--- src/rtl/ifetch_queue_pkg.sv ---
// rtl/ifetch_queue_pkg.sv - shared constants for the instruction-fetch front end
package ifetch_queue_pkg;

  localparam int DATA_WIDTH = 32;
  localparam logic [DATA_WIDTH-1:0] RESET_PC = 32'h0000_0000;
  localparam int DEPTH = 4;

endpackage

--- src/rtl/ifetch_queue_sync_fifo.sv ---
// rtl/ifetch_queue_sync_fifo.sv - synchronous FIFO with flush holding {pc, instr} entries
module ifetch_queue_sync_fifo #(
  parameter int WIDTH = 64,
  parameter int DEPTH = 4,
  localparam int AW = $clog2(DEPTH)
) (
  input  logic             clk,
  input  logic             rst,
  input  logic             flush,
  input  logic             wr_valid,
  input  logic [WIDTH-1:0] wr_data,
  input  logic             rd_ready,
  output logic             rd_valid,
  output logic [WIDTH-1:0] rd_data,
  output logic [AW:0]      count
);

  logic [WIDTH-1:0] mem [DEPTH];
  logic [AW-1:0]    wr_ptr;
  logic [AW-1:0]    rd_ptr;
  logic             push;
  logic             pop;

  // Writer never pushes when full: the owner reserves a slot for every request it issues.
  assign push     = wr_valid & ~flush;
  assign pop      = rd_ready & rd_valid & ~flush;
  assign rd_valid = (count != '0);
  assign rd_data  = mem[rd_ptr];

  always_ff @(posedge clk) begin
    if (push) begin
      mem[wr_ptr] <= wr_data;
    end
  end

  always_ff @(posedge clk) begin
    if (rst || flush) begin
      wr_ptr <= '0;
      rd_ptr <= '0;
      count  <= '0;
    end else begin
      if (push) wr_ptr <= wr_ptr + AW'(1);
      if (pop)  rd_ptr <= rd_ptr + AW'(1);
      count <= count + (AW+1)'(push) - (AW+1)'(pop);
    end
  end

endmodule

--- src/rtl/ifetch_queue.sv ---
// rtl/ifetch_queue.sv - fetch PC owner, credit-limited imem requester and decode-side queue
module ifetch_queue
  import ifetch_queue_pkg::*;
#(
  parameter int                   DATA_WIDTH = ifetch_queue_pkg::DATA_WIDTH,
  parameter logic [DATA_WIDTH-1:0] RESET_PC  = ifetch_queue_pkg::RESET_PC,
  parameter int                   DEPTH      = ifetch_queue_pkg::DEPTH
) (
  input  logic                  clk,
  input  logic                  rst,
  input  logic                  redirect_valid,
  input  logic [DATA_WIDTH-1:0] redirect_addr,
  output logic                  imem_req_valid,
  input  logic                  imem_req_ready,
  output logic [DATA_WIDTH-1:0] imem_req_addr,
  input  logic                  imem_rsp_valid,
  input  logic [DATA_WIDTH-1:0] imem_rsp_data,
  output logic                  out_valid,
  input  logic                  out_ready,
  output logic [DATA_WIDTH-1:0] out_pc,
  output logic [DATA_WIDTH-1:0] out_pc_plus4,
  output logic [DATA_WIDTH-1:0] out_instr
);

  localparam int CW = $clog2(DEPTH) + 1;
  localparam logic [DATA_WIDTH-1:0] FOUR = DATA_WIDTH'(4);

  logic [DATA_WIDTH-1:0]   fetch_pc;
  logic [DATA_WIDTH-1:0]   fetch_pc_next;
  logic [DATA_WIDTH-1:0]   rsp_pc;
  logic [DATA_WIDTH-1:0]   target;
  logic [CW-1:0]           inflight;
  logic [CW-1:0]           inflight_next;
  logic [CW-1:0]           drop;
  logic [CW-1:0]           count;
  logic [CW:0]             occupancy;
  logic                    req_fire;
  logic                    rsp_keep;
  logic [2*DATA_WIDTH-1:0] head;

  assign target    = {redirect_addr[DATA_WIDTH-1:2], 2'b00};
  assign occupancy = {1'b0, count} + {1'b0, inflight};

  // Every outstanding request owns a queue slot, so the response path never stalls.
  assign imem_req_valid = ~rst & (occupancy < (CW+1)'(DEPTH));
  assign imem_req_addr  = fetch_pc;
  assign req_fire       = imem_req_valid & imem_req_ready;
  assign rsp_keep       = imem_rsp_valid & (drop == '0) & ~redirect_valid;
  assign inflight_next  = inflight + CW'(req_fire) - CW'(imem_rsp_valid);

  always_comb begin
    fetch_pc_next = fetch_pc;
    if (redirect_valid) begin
      fetch_pc_next = target;
    end else if (req_fire) begin
      fetch_pc_next = fetch_pc + FOUR;
    end
  end

  always_ff @(posedge clk) begin
    if (rst) begin
      fetch_pc <= RESET_PC;
      rsp_pc   <= RESET_PC;
      inflight <= '0;
      drop     <= '0;
    end else begin
      fetch_pc <= fetch_pc_next;
      inflight <= inflight_next;
      if (redirect_valid) begin
        // Everything still outstanding after this edge belongs to the old path.
        rsp_pc <= target;
        drop   <= inflight_next;
      end else if (imem_rsp_valid) begin
        if (drop != '0) drop   <= drop - CW'(1);
        else            rsp_pc <= rsp_pc + FOUR;
      end
    end
  end

  ifetch_queue_sync_fifo #(
    .WIDTH (2*DATA_WIDTH),
    .DEPTH (DEPTH)
  ) u_fifo (
    .clk      (clk),
    .rst      (rst),
    .flush    (redirect_valid),
    .wr_valid (rsp_keep),
    .wr_data  ({rsp_pc, imem_rsp_data}),
    .rd_ready (out_ready),
    .rd_valid (out_valid),
    .rd_data  (head),
    .count    (count)
  );

  assign out_pc       = head[2*DATA_WIDTH-1:DATA_WIDTH];
  assign out_instr    = head[DATA_WIDTH-1:0];
  assign out_pc_plus4 = out_pc + FOUR;

endmodule
--- config.mk ---
export PLATFORM = sky130hd
export DESIGN_NAME = ifetch_queue
export DESIGN_NICKNAME = d
export VERILOG_FILES = /design/src/rtl/ifetch_queue_pkg.sv /design/src/rtl/ifetch_queue_sync_fifo.sv /design/src/rtl/ifetch_queue.sv
export SDC_FILE = /design/constraint.sdc
export NUM_CORES = 1
export LEC_CHECK = 0
export ABC_AREA = 1
export BUFFER_PORTS_ARGS = -buffer_cell sky130_fd_sc_hd__buf_4
export CAP_MARGIN = 40
export CORE_MARGIN = 3
export CORE_UTILIZATION = 63
export DETAILED_ROUTE_END_ITERATION = 10
export GPL_TIMING_DRIVEN = 0
export PLACE_DENSITY = 0.82
export SKIP_LAST_GASP = 1
export SYNTH_ARGS = -nofsm -noshare
export SYNTH_HDL_FRONTEND = slang
export SYNTH_HIERARCHICAL = 1
export SYNTH_SLANG_ARGS = --single-unit
--- constraint.sdc ---
create_clock -name clk -period 11.5 [get_ports clk]
set_input_delay 1.15 -clock clk [delete_from_list [all_inputs] [get_ports clk]]
set_output_delay 1.15 -clock clk [all_outputs]
set_load 0.01 [all_outputs]
==> results.py, run 1 <==
metrics = {
    "run_status": {
        "status": "finished, final reports clean",
    },
    "critical_path": {
        "endpoint_kind": "primary output",
        "cp.required_ps": 10350,
        "cp.arrival_ps": 4060,
        "criticalPathCategory": "flop to primary output",
        "critical_path_peak_fanout": 10,
        "critPathLaunchType": "flop",
    },
    "route": {
        "drc_errors": 0,
        "drt-total-wl_mm": 43.1,
        "post_drt_wl_per_cell_um": 19.7,
        "num_vias": 12884,
        "drt-vias-per-instance": 5.90,
        "firstDrtPassIters": 6,
        "drtIter0Drc": 1389,
        "ant_nets": 0,
    },
    "sta": {
        "rsz0062_at_grt": "false",
        "finalCritPeriodShare": 0.453,
        "finalMaxSlewViolations": 0,
        "setup_violations": 0,
        "timing.final.crit_period_ps": 5210,
        "final_hold_viol_count": 0,
        "final.setup.tns_ps": 0,
        "relSlewSlack": 0.422,
        "tightestPinTransition_ps": 867,
        "fmax_mhz": 192,
        "skew_ps": 18.4,
    },
    "clocking": {
        "cts_root_buf": "clkbuf_16",
        "htree_levels": 2,
        "clock_latency_ps": 520,
        "numCtsBuffers": 34,
        "cts_resized": 0,
        "clock_path_buffers": 3,
        "hold_buffers": 0,
        "clk_pin_slew_ps": 60,
        "cts_tree": "yes",
        "cts_setup_buffers": 0,
        "clkSinkCount": 331,
    },
    "final_layout": {
        "final_core_util": 0.784,
        "syn_to_final_growth_pct": 20.5,
        "antenna_cells": 0,
        "fin_nets": 1924,
        "drive_above_1_share": 0.196,
    },
    "power": {
        "p_leak_nw": 7.21,
        "peakVddDrop_uv": 110,
        "p_total_mw": 2.70,
        "powerDensity_nw_per_um2": 145,
    },
    "logic_synthesis": {
        "synthArstFlopShare": 0,
        "ys_ff_latch": 331,
        "ys_types": 47,
        "synth_edf_count": 256,
        "ys_warn_count": 6,
        "syn_area_um2": 15500,
        "avgSynthCellArea_um2": 9.75,
        "ys.flop_type": "edfxtp_1",
        "seq_area_frac_synth": 0.593,
        "synthCells": 1589,
    },
    "floorplan": {
        "die_area_um2": 26500,
        "die_h_um": 163,
        "core_area_um2": 23800,
        "start_util": 0.650,
        "die_width_um": 163,
        "num_rows": 56,
        "ios": 200,
    },
    "worst_hold_path": {
        "hold_class": "flop to flop",
    },
    "placement": {
        "dpl.hpwl_mm": 29.8,
        "placement.io_buffers": 195,
        "place_congestion": 0.907,
    },
    "global_route": {
        "gr-total-overflow": 0,
        "grt_pass1_wl_mm": 66.2,
        "track_usage": 0.319,
        "grt_antenna_before_repair": 0,
        "grt_pass1_vias": 12591,
        "grt_max_degree": 28,
    },
    "job": {
        "cap_violations": 0,
    },
}
[power breakdown]
group / switching (mW) / total, mW / internal (mW)
Sequential: 0.0428 / 1.37 / 1.33
Combinational: 0.152 / 0.255 / 0.103
Clock: 0.459 / 1.08 / 0.616
[metrics by stage]
stage	std cells	worst slack, ps	instance area [µm²]	hold WS, ps
after floorplan	1598	6500	15500	462
after global placement	2112	4020	17400	472
after detailed placement	2120	6920	17600	500
after CTS	2182	6360	18700	510
after global routing	2182	6140	18700	549
final	2182	6290	18700	515
[Yosys cell counts, types with 2 or more instances]
library cell,n,share of area
buf_4,8,0.0039
and2_1,3,0.0012
nor4_1,2,0.00081
nand2_1,287,0.070
nand3_1,63,0.020
or2_2,2,0.00081
dfxtp_1,75,0.097
nand4_1,16,0.0065
nand2_4,4,0.0029
o21ai_1,56,0.018
xnor2_1,17,0.0096
clkbuf_2,3,0.00097
a21oi_2,4,0.0023
inv_2,4,0.00097
edfxtp_1,256,0.50
nor3_1,9,0.0029
nor2_4,13,0.0095
buf_6,18,0.013
a21oi_1,53,0.017
nand2_2,8,0.0032
nor2_1,239,0.058
ha_1,15,0.012
o21bai_1,5,0.0024
clkbuf_1,20,0.0048
nor2_8,2,0.0026
fa_1,2,0.0026
xor2_1,31,0.018
buf_2,18,0.0058
nor2_2,15,0.0061
a31oi_1,17,0.0069
inv_1,130,0.032
o21ai_0,116,0.037
o22ai_1,64,0.026
[placed cells by master, fill, tap and decap left out, types with 4 or more instances in the layout]
cell type | synthesis | final
nand2_1 | 287 | 287
edfxtp_1 | 256 | 256
nor2_1 | 239 | 235
buf_4 | 8 | 203
inv_1 | 130 | 130
o21ai_0 | 116 | 116
dfxtp_1 | 75 | 75
o22ai_1 | 64 | 64
nand3_1 | 63 | 63
o21ai_1 | 56 | 56
a21oi_1 | 53 | 53
clkbuf_16 | 0 | 34
xor2_1 | 31 | 31
clkbuf_1 | 20 | 23
buf_6 | 18 | 18
buf_2 | 18 | 18
xnor2_1 | 17 | 17
nor2_4 | 13 | 17
a31oi_1 | 17 | 17
nand4_1 | 16 | 16
nor2_2 | 15 | 15
ha_1 | 15 | 15
conb_1 | 1 | 10
nor3_1 | 9 | 9
clkinv_2 | 0 | 9
nand2_2 | 8 | 8
clkinv_1 | 1 | 7
buf_12 | 0 | 7
o21bai_1 | 5 | 5
inv_2 | 4 | 4
nand2_4 | 4 | 4
a21oi_2 | 4 | 4
[critical path: stages (launching register included)]
cell,delay [ps]
dfxtp_1,430
buf_4,250
clkbuf_1,390
o21ai_0,200
o22ai_1,690
ha_1,370
nand3_4,160
nor3_4,310
nand4_1,250
nor2_1,200
xor2_1,150
buf_4,140
[cell families (layout without fill, tap and decap cells)]
| logic type | after synthesis | count (layout) | synth area share |
|---|---|---|---|
| other cells | 1 | 10 | 0.000242 |
| compound gates | 318 | 318 | 0.112 |
| buf+inv | 203 | 468 | 0.0617 |
| xor+xnor | 49 | 49 | 0.0282 |
| flops | 331 | 331 | 0.593 |
| simple gates | 670 | 670 | 0.190 |
| fa+ha+maj | 17 | 17 | 0.0147 |
[metal layers]
metal,track usage,vias to the layer above,part of all wire
li1,-,5937,-
met1,0.418,6040,0.38
met2,0.542,800,0.49
met3,0.0501,107,0.096
met4,0.117,0,0.031
met5,0,-,0
[area by class of cell]
class                      instances  area (µm²)
fill                            1558        5160
tap                              319         399
clock inverter                    25         224
buffer                            67         443
inverter                         136         513
multi-input combinational       1064        5400
timing repair buffer             203        1630
sequential                       331        9190
clock buffer                      37         862
[flip-flops by register name (all words and copies together) (netlist names), named ones only]
| register | count |
|---|---|
| drop | 3 |
| imem_req_addr | 30 |
| inflight | 3 |
| rsp_pc | 30 |
| u_fifo/count | 3 |
| u_fifo/mem | 256 |
| u_fifo/rd_ptr | 2 |
| u_fifo/wr_ptr | 2 |
[path summary, 6_finish.rpt]
kind	startpoint	end	slack [ps]	cells past startpoint
max reg2reg	drop[0]$_SDFFE_PP0P_	u_fifo/mem[0][63]$_DFFE_PP_	8160	9
min reg2reg	u_fifo/rd_ptr[0]$_SDFFE_PP0P_	u_fifo/rd_ptr[0]$_SDFFE_PP0P_	510	2
max	flop	out_pc_plus4[20]	6290	11
min	u_fifo/rd_ptr[0]$_SDFFE_PP0P_	u_fifo/rd_ptr[0]$_SDFFE_PP0P_	510	2
Power figures use the tool's default switching activity.
==> run 2: changes to the inputs <==
--- a/config.mk
+++ b/config.mk
@@ -9,10 +9,10 @@
 export BUFFER_PORTS_ARGS = -buffer_cell sky130_fd_sc_hd__buf_4
 export CAP_MARGIN = 40
 export CORE_MARGIN = 3
-export CORE_UTILIZATION = 63
+export CORE_UTILIZATION = 58
 export DETAILED_ROUTE_END_ITERATION = 10
 export GPL_TIMING_DRIVEN = 0
-export PLACE_DENSITY = 0.82
+export PLACE_DENSITY = 0.76
 export SKIP_LAST_GASP = 1
 export SYNTH_ARGS = -nofsm -noshare
 export SYNTH_HDL_FRONTEND = slang
==> constraint.sdc (replaced) <==
create_clock -name clk -period 5.1 [get_ports clk]
set_input_delay 0.51 -clock clk [delete_from_list [all_inputs] [get_ports clk]]
set_output_delay 0.51 -clock clk [all_outputs]
set_load 0.01 [all_outputs]
==> results.py, run 2 (synthesis gave the netlist of run 1 again) <==
metrics = {
    "route": {
        "drt-vias-per-instance": 5.71,
        "ant_nets": 0,
        "firstDrtPassIters": 5,
        "drt-total-wl_mm": 41.3,
        "num_vias": 12540,
        "drtIter0Drc": 1176,
        "post_drt_wl_per_cell_um": 18.8,
        "drc_errors": 0,
    },
    "placement": {
        "pre_cts_ws_ps": 1290,
        "postPlaceCellArea_um2": 17600,
        "dp.cells": 2136,
        "dpl.hpwl_mm": 29.2,
        "placement.io_buffers": 195,
        "place_congestion": 0.939,
    },
    "clocking": {
        "clock_latency_ps": 510,
        "hold_buffers": 0,
        "cts_tree": "yes",
        "cts_resized": 0,
        "clock_path_buffers": 3,
        "cts_root_buf": "clkbuf_16",
        "clk_pin_slew_ps": 60,
        "cts_setup_buffers": 0,
        "clkSinkCount": 331,
        "htree_levels": 2,
        "numCtsBuffers": 35,
    },
    "sta": {
        "fin_hold_ws_ps": 199,
        "relSlewSlack": 0.390,
        "fmax_mhz": 229,
        "skew_ps": 17.7,
        "tightestPinTransition_ps": 913,
        "finalMaxSlewViolations": 0,
        "timing.final.crit_period_ps": 4370,
        "finalCritPeriodShare": 0.857,
        "rsz0062_at_grt": "false",
        "setup_violations": 0,
        "final_hold_viol_count": 0,
        "setup_ws_ps": 732,
    },
    "global_route": {
        "met3_usage": 0.0380,
        "grt_pass1_wl_mm": 63.8,
        "top_usage_layer": "met2",
        "grt_pass1_vias": 12015,
        "gr-usage-met1": 0.385,
        "grt_antenna_before_repair": 0,
        "grt_max_degree": 28,
        "grtUsageMet2": 0.482,
        "gr-total-overflow": 0,
        "track_usage": 0.283,
    },
    "final_layout": {
        "stdcell_count": 2198,
        "syn_to_final_growth_pct": 20.8,
        "top_register": "u_fifo/mem",
        "final_common_cell": "nand2_1",
        "fin_nets": 1925,
        "largest_reg_flops": 256,
        "layout_common_cells": "287 x nand2_1, 256 x edfxtp_1, 235 x nor2_1, 203 x buf_4, 130 x inv_1",
        "finish.instance_area_um2": 18700,
        "antenna_cells": 0,
        "drive_above_1_share": 0.193,
    },
    "critical_path": {
        "r2r_slack_ps": 1910,
        "criticalPathCategory": "flop to primary output",
        "critPathLaunchType": "flop",
        "cp.required_ps": 4590,
        "worstRegToRegCells": 8,
        "critical_path_peak_fanout": 10,
        "cp.arrival_ps": 3860,
        "endpoint_kind": "primary output",
        "r2r_end": "u_fifo/mem[2][10]$_DFFE_PP_",
        "timing.rr.start": "drop[0]$_SDFFE_PP0P_",
    },
    "worst_hold_path": {
        "hold_class": "primary input to flop",
        "min_to": "u_fifo/mem[3][21]$_DFFE_PP_",
        "min_from": "imem_rsp_data[21]",
        "worstHoldPathCells": 1,
    },
    "power": {
        "p_leak_nw": 7.20,
        "powerDensity_nw_per_um2": 324,
        "peakVddDrop_uv": 210,
        "p_total_mw": 6.06,
    },
    "floorplan": {
        "core_area_um2": 26100,
        "die_area_um2": 28700,
        "num_rows": 59,
        "ios": 200,
        "die_h_um": 169,
        "die_width_um": 169,
        "start_util": 0.593,
    },
    "run_status": {
        "status": "finished, final reports clean",
    },
    "job": {
        "cap_violations": 0,
    },
}
[run 2: where the power goes]
group | internal (mW) | switching, mW
Clock | 1.40 | 0.999
Combinational | 0.231 | 0.339
Sequential | 2.99 | 0.0926
[run 2: how the worst max path moves through the flow]
| stage | from | to | slack (ps) | cells after the start |
|---|---|---|---|---|
| after CTS | flop | out_pc_plus4[20] | 750 | 11 |
| after global placement | imem_rsp_valid | u_fifo/mem[3][0]$_DFFE_PP_ | -1770 | 6 |
| after floorplan | drop[0]$_SDFFE_PP0P_ | u_fifo/mem[0][0]$_DFFE_PP_ | 710 | 7 |
| final | flop | out_pc_plus4[20] | 730 | 11 |
| after global routing | flop | out_pc_plus4[20] | 470 | 11 |
| after detailed placement | flop | out_pc_plus4[20] | 1290 | 11 |
[run 2: layout make-up]
type                    instances  area (µm²)
well taps                     335         419
flip-flops and latches        331        9190
fillers                      1963        7420
multi-input cells            1064        5400
clock inverters                18         155
repair buffers                203        1650
plain buffers                  67         443
clock buffers                  44         931
inverters                     136         513
[run 2: critical path, stage by stage, from the launching register on]
cell      delay (ps)
dfxtp_1          430
buf_4            260
clkbuf_1         360
o21ai_0          160
o22ai_1          580
ha_1             350
nand3_4          140
nor3_4           290
nand4_1          270
nor2_1           190
xor2_1           180
buf_4            150
[run 2: routing by layer]
layer,wire [µm],vias to the layer above,share of wire
met3,3320,85,0.080
met4,1090,0,0.026
met2,20000,608,0.49
met1,16900,5916,0.41
met5,0,-,0
li1,-,5931,-
[run 2: per-stage QoR]
stage / util / setup TNS (ps)
final: 0.716 / 0
after global routing: 0.716 / 0
after CTS: 0.716 / 0
after detailed placement: 0.674 / 0
after global placement: 0.666 / -417660
after floorplan: - / 0
